File: config.mk
export PLATFORM = sky130hd
export DESIGN_NAME = libv_deque_sched_flat
export DESIGN_NICKNAME = d
export VERILOG_FILES = /design/src/rtl/libv_pkg.sv /design/src/rtl/libv_deque_sched_if.sv /design/src/rtl/libv_deque_sched_rsp.sv /design/src/rtl/libv_deque_sched.sv /design/src/flat_wrapper.sv
export SDC_FILE = /design/constraint.sdc
export NUM_CORES = 1
export LEC_CHECK = 0
export CAP_MARGIN = 20
export CORE_MARGIN = 5
export CORE_UTILIZATION = 35
export CTS_BUF_LIST = sky130_fd_sc_hd__clkbuf_8 sky130_fd_sc_hd__clkbuf_16
export DETAILED_ROUTE_END_ITERATION = 8
export PLACE_DENSITY = 0.84
export SETUP_SLACK_MARGIN = 0.5
export SKIP_LAST_GASP = 1
export SLEW_MARGIN = 5
export SYNTH_ARGS = -nofsm -noshare
export SYNTH_HDL_FRONTEND = slang
export SYNTH_SLANG_ARGS = --single-unit
File: constraint.sdc
create_clock -name clk -period 3.4 [get_ports clk]
set_input_delay 1.02 -clock clk [delete_from_list [all_inputs] [get_ports clk]]
set_output_delay 1.02 -clock clk [all_outputs]
set_load 0.05 [all_outputs]
File: src/rtl/libv_pkg.sv
// Shared types for the deque command scheduler: deque op encoding,
// scheduler FSM states and a push/pop classifier.
package libv_pkg;

  typedef enum logic [1:0] {
    OpPushFront = 2'd0,
    OpPopFront  = 2'd1,
    OpPushBack  = 2'd2,
    OpPopBack   = 2'd3
  } deque_op_t;

  typedef enum logic {
    StIdle  = 1'b0,
    StFlush = 1'b1
  } sched_state_t;

  function automatic logic is_push(deque_op_t op);
    return (op == OpPushFront) || (op == OpPushBack);
  endfunction

endpackage

File: src/rtl/libv_deque_sched_if.sv
// Bundle of client request, deque command, response and status signals
// around libv_deque_sched. master = client/deque side, slave = scheduler.
interface libv_deque_sched_if #(
  parameter int W = 32,
  parameter int N = 8
);
  import libv_pkg::*;
  localparam int CW = $clog2(N + 1);

  // Handshakes: a request transfers on the edge where in_vld & in_rdy, a
  // response on the edge where rsp_vld & rsp_rdy; valid never waits on ready.
  logic            in_vld;
  deque_op_t       in_op;
  logic [W-1:0]    in_data;
  logic            in_rdy;
  logic            flush_req;
  logic            flush_done;
  logic            cmd_vld;
  deque_op_t       cmd_op;
  logic [W-1:0]    cmd_push_data;
  logic [W-1:0]    cmd_pop_data;
  logic            rsp_vld;
  logic            rsp_rdy;
  deque_op_t       rsp_op;
  logic [W-1:0]    rsp_data;
  logic            rsp_err;
  logic [CW-1:0]   cnt_r;
  logic            empty_r;
  logic            full_r;
  logic [15:0]     err_cnt_r;

  modport master (
    output in_vld, in_op, in_data, flush_req, cmd_pop_data, rsp_rdy,
    input  in_rdy, flush_done, cmd_vld, cmd_op, cmd_push_data,
           rsp_vld, rsp_op, rsp_data, rsp_err, cnt_r, empty_r, full_r, err_cnt_r
  );

  modport slave (
    input  in_vld, in_op, in_data, flush_req, cmd_pop_data, rsp_rdy,
    output in_rdy, flush_done, cmd_vld, cmd_op, cmd_push_data,
           rsp_vld, rsp_op, rsp_data, rsp_err, cnt_r, empty_r, full_r, err_cnt_r
  );

endinterface

File: src/rtl/libv_deque_sched_rsp.sv
// One-entry response register: loads on accept, clears when consumed,
// and a load in the same cycle as a consume simply overwrites.
module libv_deque_sched_rsp
  import libv_pkg::*;
#(
  parameter int W = 32
) (
  input  logic         clk,
  input  logic         rst,
  input  logic         load_i,
  input  deque_op_t    load_op_i,
  input  logic         load_err_i,
  input  logic [W-1:0] load_data_i,
  input  logic         rdy_i,
  output logic         vld_o,
  output deque_op_t    op_o,
  output logic         err_o,
  output logic [W-1:0] data_o
);

  logic         vld_q;
  deque_op_t    op_q;
  logic         err_q;
  logic [W-1:0] data_q;

  always_ff @(posedge clk or posedge rst) begin
    if (rst) begin
      vld_q  <= 1'b0;
      op_q   <= OpPushFront;
      err_q  <= 1'b0;
      data_q <= '0;
    end else if (load_i) begin
      vld_q  <= 1'b1;
      op_q   <= load_op_i;
      err_q  <= load_err_i;
      data_q <= load_data_i;
    end else if (rdy_i) begin
      vld_q  <= 1'b0;
    end
  end

  assign vld_o  = vld_q;
  assign op_o   = op_q;
  assign err_o  = err_q;
  assign data_o = data_q;

endmodule

File: src/rtl/libv_deque_sched.sv
// Command scheduler in front of libv_deque: legality checks, occupancy and
// flush FSM. Define LIBV_DEQUE_SCHED_STATS_EN to enable the error counter.
module libv_deque_sched
  import libv_pkg::*;
#(
  parameter int W = 32,
  parameter int N = 8
) (
  input  logic                clk,
  input  logic                rst,
  libv_deque_sched_if.slave   bus,
  output sched_state_t        dbg_state_o
);

  localparam int CW = $clog2(N + 1);

  sched_state_t  state_q;
  logic [CW-1:0] cnt_q, cnt_d;
  logic          empty_q, full_q, flush_done_q;
  logic          idle, accept, push, legal, issue, flush_pop, rsp_vld;

  assign idle      = (state_q == StIdle);
  assign bus.in_rdy = idle & ~bus.flush_req & (~rsp_vld | bus.rsp_rdy);
  assign accept    = bus.in_vld & bus.in_rdy;
  assign push      = is_push(bus.in_op);
  assign legal     = push ? ~full_q : ~empty_q;
  assign issue     = accept & legal;
  assign flush_pop = ~idle & (cnt_q != '0);

  assign bus.cmd_vld       = issue | flush_pop;
  assign bus.cmd_op        = flush_pop ? OpPopFront : bus.in_op;
  assign bus.cmd_push_data = bus.in_data;

  always_comb begin
    cnt_d = cnt_q;
    if (flush_pop)  cnt_d = cnt_q - CW'(1);
    else if (issue) cnt_d = push ? cnt_q + CW'(1) : cnt_q - CW'(1);
  end

  // flush_done is raised on entry to the FLUSH cycle that sees an empty deque.
  always_ff @(posedge clk or posedge rst) begin
    if (rst) begin
      state_q      <= StIdle;
      flush_done_q <= 1'b0;
    end else begin
      case (state_q)
        StIdle: begin
          flush_done_q <= bus.flush_req & (cnt_q == '0);
          if (bus.flush_req) state_q <= StFlush;
        end
        StFlush: begin
          flush_done_q <= (cnt_q == CW'(1));
          if (cnt_q == '0) state_q <= StIdle;
        end
        default: begin
          flush_done_q <= 1'b0;
          state_q      <= StIdle;
        end
      endcase
    end
  end

  always_ff @(posedge clk or posedge rst) begin
    if (rst) begin
      cnt_q   <= '0;
      empty_q <= 1'b1;
      full_q  <= 1'b0;
    end else begin
      cnt_q   <= cnt_d;
      empty_q <= (cnt_d == '0);
      full_q  <= (cnt_d == CW'(N));
    end
  end

  libv_deque_sched_rsp #(.W(W)) u_rsp (
    .clk         (clk),
    .rst         (rst),
    .load_i      (accept),
    .load_op_i   (bus.in_op),
    .load_err_i  (~legal),
    .load_data_i ((legal & ~push) ? bus.cmd_pop_data : '0),
    .rdy_i       (bus.rsp_rdy),
    .vld_o       (rsp_vld),
    .op_o        (bus.rsp_op),
    .err_o       (bus.rsp_err),
    .data_o      (bus.rsp_data)
  );

`ifdef LIBV_DEQUE_SCHED_STATS_EN
  logic [15:0] err_cnt_q;
  always_ff @(posedge clk or posedge rst) begin
    if (rst)                                            err_cnt_q <= '0;
    else if (accept & ~legal & (err_cnt_q != 16'hFFFF)) err_cnt_q <= err_cnt_q + 16'd1;
  end
  assign bus.err_cnt_r = err_cnt_q;
`else
  assign bus.err_cnt_r = '0;
`endif

  assign bus.rsp_vld    = rsp_vld;
  assign bus.flush_done = flush_done_q;
  assign bus.cnt_r      = cnt_q;
  assign bus.empty_r    = empty_q;
  assign bus.full_r     = full_q;
  assign dbg_state_o    = state_q;

  a_cnt_bound: assert property (@(posedge clk) disable iff (rst) cnt_q <= CW'(N));

endmodule

File: src/flat_wrapper.sv
// flat-port wrapper written by rule: the top's interface ports become plain ports
module libv_deque_sched_flat import libv_pkg::*;
#(
  parameter int W = 32,
  parameter int N = 8
)
  (clk, rst, dbg_state_o, bus_in_vld, bus_in_op, bus_in_data, bus_flush_req, bus_cmd_pop_data, bus_rsp_rdy, bus_in_rdy, bus_flush_done, bus_cmd_vld, bus_cmd_op, bus_cmd_push_data, bus_rsp_vld, bus_rsp_op, bus_rsp_data, bus_rsp_err, bus_cnt_r, bus_empty_r, bus_full_r, bus_err_cnt_r);
  libv_deque_sched_if #(.W(W), .N(N)) bus_i ();
  input  logic clk;
  input  logic rst;
  output sched_state_t dbg_state_o;
  input wire logic [$bits(bus_i.in_vld)-1:0] bus_in_vld;
  input wire logic [$bits(bus_i.in_op)-1:0] bus_in_op;
  input wire logic [$bits(bus_i.in_data)-1:0] bus_in_data;
  input wire logic [$bits(bus_i.flush_req)-1:0] bus_flush_req;
  input wire logic [$bits(bus_i.cmd_pop_data)-1:0] bus_cmd_pop_data;
  input wire logic [$bits(bus_i.rsp_rdy)-1:0] bus_rsp_rdy;
  output wire logic [$bits(bus_i.in_rdy)-1:0] bus_in_rdy;
  output wire logic [$bits(bus_i.flush_done)-1:0] bus_flush_done;
  output wire logic [$bits(bus_i.cmd_vld)-1:0] bus_cmd_vld;
  output wire logic [$bits(bus_i.cmd_op)-1:0] bus_cmd_op;
  output wire logic [$bits(bus_i.cmd_push_data)-1:0] bus_cmd_push_data;
  output wire logic [$bits(bus_i.rsp_vld)-1:0] bus_rsp_vld;
  output wire logic [$bits(bus_i.rsp_op)-1:0] bus_rsp_op;
  output wire logic [$bits(bus_i.rsp_data)-1:0] bus_rsp_data;
  output wire logic [$bits(bus_i.rsp_err)-1:0] bus_rsp_err;
  output wire logic [$bits(bus_i.cnt_r)-1:0] bus_cnt_r;
  output wire logic [$bits(bus_i.empty_r)-1:0] bus_empty_r;
  output wire logic [$bits(bus_i.full_r)-1:0] bus_full_r;
  output wire logic [$bits(bus_i.err_cnt_r)-1:0] bus_err_cnt_r;
  assign bus_i.in_vld = bus_in_vld;
  assign bus_i.in_op = bus_in_op;
  assign bus_i.in_data = bus_in_data;
  assign bus_i.flush_req = bus_flush_req;
  assign bus_i.cmd_pop_data = bus_cmd_pop_data;
  assign bus_i.rsp_rdy = bus_rsp_rdy;
  assign bus_in_rdy = bus_i.in_rdy;
  assign bus_flush_done = bus_i.flush_done;
  assign bus_cmd_vld = bus_i.cmd_vld;
  assign bus_cmd_op = bus_i.cmd_op;
  assign bus_cmd_push_data = bus_i.cmd_push_data;
  assign bus_rsp_vld = bus_i.rsp_vld;
  assign bus_rsp_op = bus_i.rsp_op;
  assign bus_rsp_data = bus_i.rsp_data;
  assign bus_rsp_err = bus_i.rsp_err;
  assign bus_cnt_r = bus_i.cnt_r;
  assign bus_empty_r = bus_i.empty_r;
  assign bus_full_r = bus_i.full_r;
  assign bus_err_cnt_r = bus_i.err_cnt_r;
  libv_deque_sched #(.W(W), .N(N)) u_core (.clk(clk), .rst(rst), .bus(bus_i), .dbg_state_o(dbg_state_o));
endmodule
==> summary.md <==
| Metric | Value |
|---|---|
| Status | `complete, no violations` |
| Reg clk slew, reported paths | `~0.080 ns` |
| Core area | `0.00642 mm2` |
| Clock Sinks | `44` |
| Clock Skew | `approximately 0.0092 ns` |
| Worst hold slack | `about 0.48 ns` |
| Unrepaired setup endpoints after global routing | `false` |
| Hold_buf cts | `0` |
| Drt first pass iters | `4` |
| Crit path DAT | `roughly 1.8 ns` |
| Largest net degree at the start of global routing | `38` |
| Crit end category | `primary output` |
| Post-Place Setup Slack | `approximately 0.17 ns` |
| Synth Register Bits | `44` |
| Routed Antenna Nets | `0` |
| Total Power | `3.61 mW` |
| Period utilization | `between 80% and 90%` |
| Gpl congestion | `0.815` |
| Setup slack after layout | `roughly 0.54 ns` |
| DR vias | `1826` |
| Rel. slew slack | `63.2%` |
| Ports | `roughly 170` |
| Layout Utilization | `between 40% and 50%` |
| Avg Cell Area, Syn | `9.17 um2` |
| DRC viols | `0` |
| Share of cells above drive strength 1 | `14.8%` |
| Post-route cell area | `0.00319 mm2` |
| Final nets | `between 300 and 400` |
| Inserted Diodes | `0` |
| Worst hold path class | `flip-flop to flip-flop` |
| Placed Area | `just over 0.003 mm2` |
| Most common cell after layout, fill and taps aside | `clkdlybuf4s50_1` |
| IO buf count | `86` |
| Total GRT Usage | `about 14%` |
| Most frequent cells in the layout | `78 x clkdlybuf4s50_1, 68 x nand2_1, 41 x dfrtp_1` |
| Starting Density | `between 30% and 40%` |
| First-pass GRT wire length | `9470 um` |
| Synth warnings | `0` |
| Yosys cell types | `38` |
| Die Footprint | `between 0.008 and 0.009 mm2` |
| Reg power frac | `a little over a quarter` |
| Int Power | `about 1.7 mW` |
| Inst Count DP | `378` |
| Least-Margin Pin Slew | `about 0.55 ns` |
| Die X | `between 90 and 100 um` |
| Fmax | `between 300 and 400 MHz` |
| Net Sw Frac | `between 50% and 60%` |
| Routed WL | `~5700 um` |
| Setup TNS | `0 ns` |
| CTS buffer count | `5` |
| Initial antenna violation count | `0` |
| Sw Pwr | `1.87 mW` |
| Non-Filler Instances | `394` |
| Worst Path Required | `approximately 2.4 ns` |
| Detailed-placement wirelength estimate | `roughly 4200 um` |
| CTS H-tree depth | `2` |
| Comb power frac | `between 60% and 70%` |
| Clock buffer depth | `2` |
| Worst VDD drop | `~0.00057 V` |
| Die Span Y | `~92 um` |
| Wire per inst | `14.4 um` |
| Post-layout min period | `approximately 2.9 ns` |
| Fin. max-slew vios | `0` |
| Overflow after GRT | `0` |
| CP Max Fanout | `3` |
| CP Launch Type | `input port` |
| Via count of the first global-routing pass | `around 1.9k` |
| Gate Count Post-Synth | `about 250` |
| Max_cap viols | `0` |
| Final Hold Fails | `0` |
| Area delta synth->final | `36.9%` |
| Setup violators final | `0` |
| Clock Latency Late Sink | `between 0.2 and 0.3 ns` |
| DRT iter0 DRCs | `28` |
| Vias per Instance | `4.63` |
| WS Path Type | `input port to primary output` |
| P_leak | `approximately 1.4 nW` |
| TritonCTS clock tree | `yes` |
| Cell Rows | `29` |
| Share of power burned in the clock network | `under 10%` |
| Post-Syn Area | `about 0.0023 mm2` |
| Seq/Total Area, Yosys | `~47%` |
| Clock Tree Root | `clkbuf_8` |
| Pwr Density | `~1100 mW/mm2` |
## critical path, stage by stage
cell and delay, ns:
dlygate4sd2_1 0.27, nor2_4 0.13, o2111ai_4 0.15, nand2_2 0.13, buf_12 0.14
## state kept, by name (all words and copies together), names as in the netlist
| name | count |
|---|---|
| u_core.u_rsp.vld_o | 1 |
| u_core.bus.empty_r | 1 |
| u_core.u_rsp.op_o | 2 |
| u_core.u_rsp.err_o | 1 |
| u_core.bus.cnt_r | 4 |
| u_core.bus.flush_done | 1 |
| u_core.bus.full_r | 1 |
| u_core.u_rsp.data_o | 32 |
| u_core.dbg_state_o | 1 |
## layer usage
| layer | vias to the layer above | routed length [um] | GRT usage (%) |
|---|---|---|---|
| li1 | 877 | - | - |
| met1 | 851 | 2190 | 15.7 |
| met2 | 90 | 2830 | 24.8 |
| met3 | 8 | 571 | 4.38 |
| met4 | 0 | 62 | 4.65 |
| met5 | - | 0 | 0 |
## power by group through the flow
stage,Clock (mW),Sequential [mW],Combinational (mW)
5_1_grt,0.345,1.00,2.47
4_1_cts,0.325,0.960,2.32
2_1_floorplan,0,1.86,0.686
6_report,0.308,0.963,2.34
3_3_place_gp,0,0.964,2.22
3_5_place_dp,0,0.981,2.26
## cell type report
type	count	area, um2
sequential	44	1100
multi-input combinational	157	873
clock inverter	3	12.5
inverter	7	26.3
fill	598	3240
clock buffer	5	68.8
tap	77	96.3
timing repair buffer	101	1000
## repair_timing
item                                    in CTS  in global routing
endpoints found under the setup margin       4                  3
resized for setup                           12                  5
pin swaps                                    3                  3
buffers inserted                             6                  2
## path summary, 6_finish.rpt
| check | from | endpoint | slack (ns) | cells past startpoint |
|---|---|---|---|---|
| worst min-delay path | u_core.u_rsp.data_o[24] | u_core.u_rsp.data_o[24] | 0.48 | 2 |
| max in group asynchronous | rst | u_core.bus.empty_r | 1.64 | 3 |
| worst min register to register | u_core.u_rsp.data_o[24] | u_core.u_rsp.data_o[24] | 0.48 | 2 |
| min in group asynchronous | rst | u_core.u_rsp.data_o[17] | 1.03 | 2 |
| worst max-delay path | bus_flush_req | bus_cmd_vld | 0.54 | 5 |
| worst max register to register | u_core.dbg_state_o | u_core.bus.full_r | 1.49 | 7 |
## cell families (layout without fill, tap and decap cells)
group | after synthesis | count (layout) | share of synthesized area, %
other | 1 | 16 | 0.161
flip-flops | 44 | 44 | 47.3
buffers and inverters | 68 | 116 | 19.3
adder cells (fa/ha/maj) | 3 | 3 | 1.61
AO/OA/AOI/OAI | 45 | 45 | 12.2
AND/OR/NAND/NOR | 87 | 87 | 16.2
XOR/XNOR | 2 | 2 | 1.07
multiplexers | 4 | 4 | 2.10
## synthesized netlist by cell type (all sizes together)
cell	n	share of area, %
mux2	4	2.1
o22ai	1	0.54
and2	2	0.54
clkbuf	10	1.6
ha	3	1.6
nor2b	1	0.27
xnor2	1	0.38
dfstp	1	1.1
nand2b	2	0.65
o2111ai	2	1.5
a22oi	1	0.32
or3	1	0.48
a21boi	1	0.32
nand2	69	11
nor2	3	0.59
dfrtp	43	46
inv	7	1.1
xor2	1	0.70
o21ai	34	7.3
a21oi	1	0.21
conb	1	0.16
nor3b	2	0.86
nand3	2	0.43
a32oi	1	0.38
nor3	4	0.86
o31ai	2	0.86
a221oi	1	0.38
buf	51	17
and3b	1	0.38
a31o	1	0.38
No activity file was read; power rests on OpenSTA's default activity.
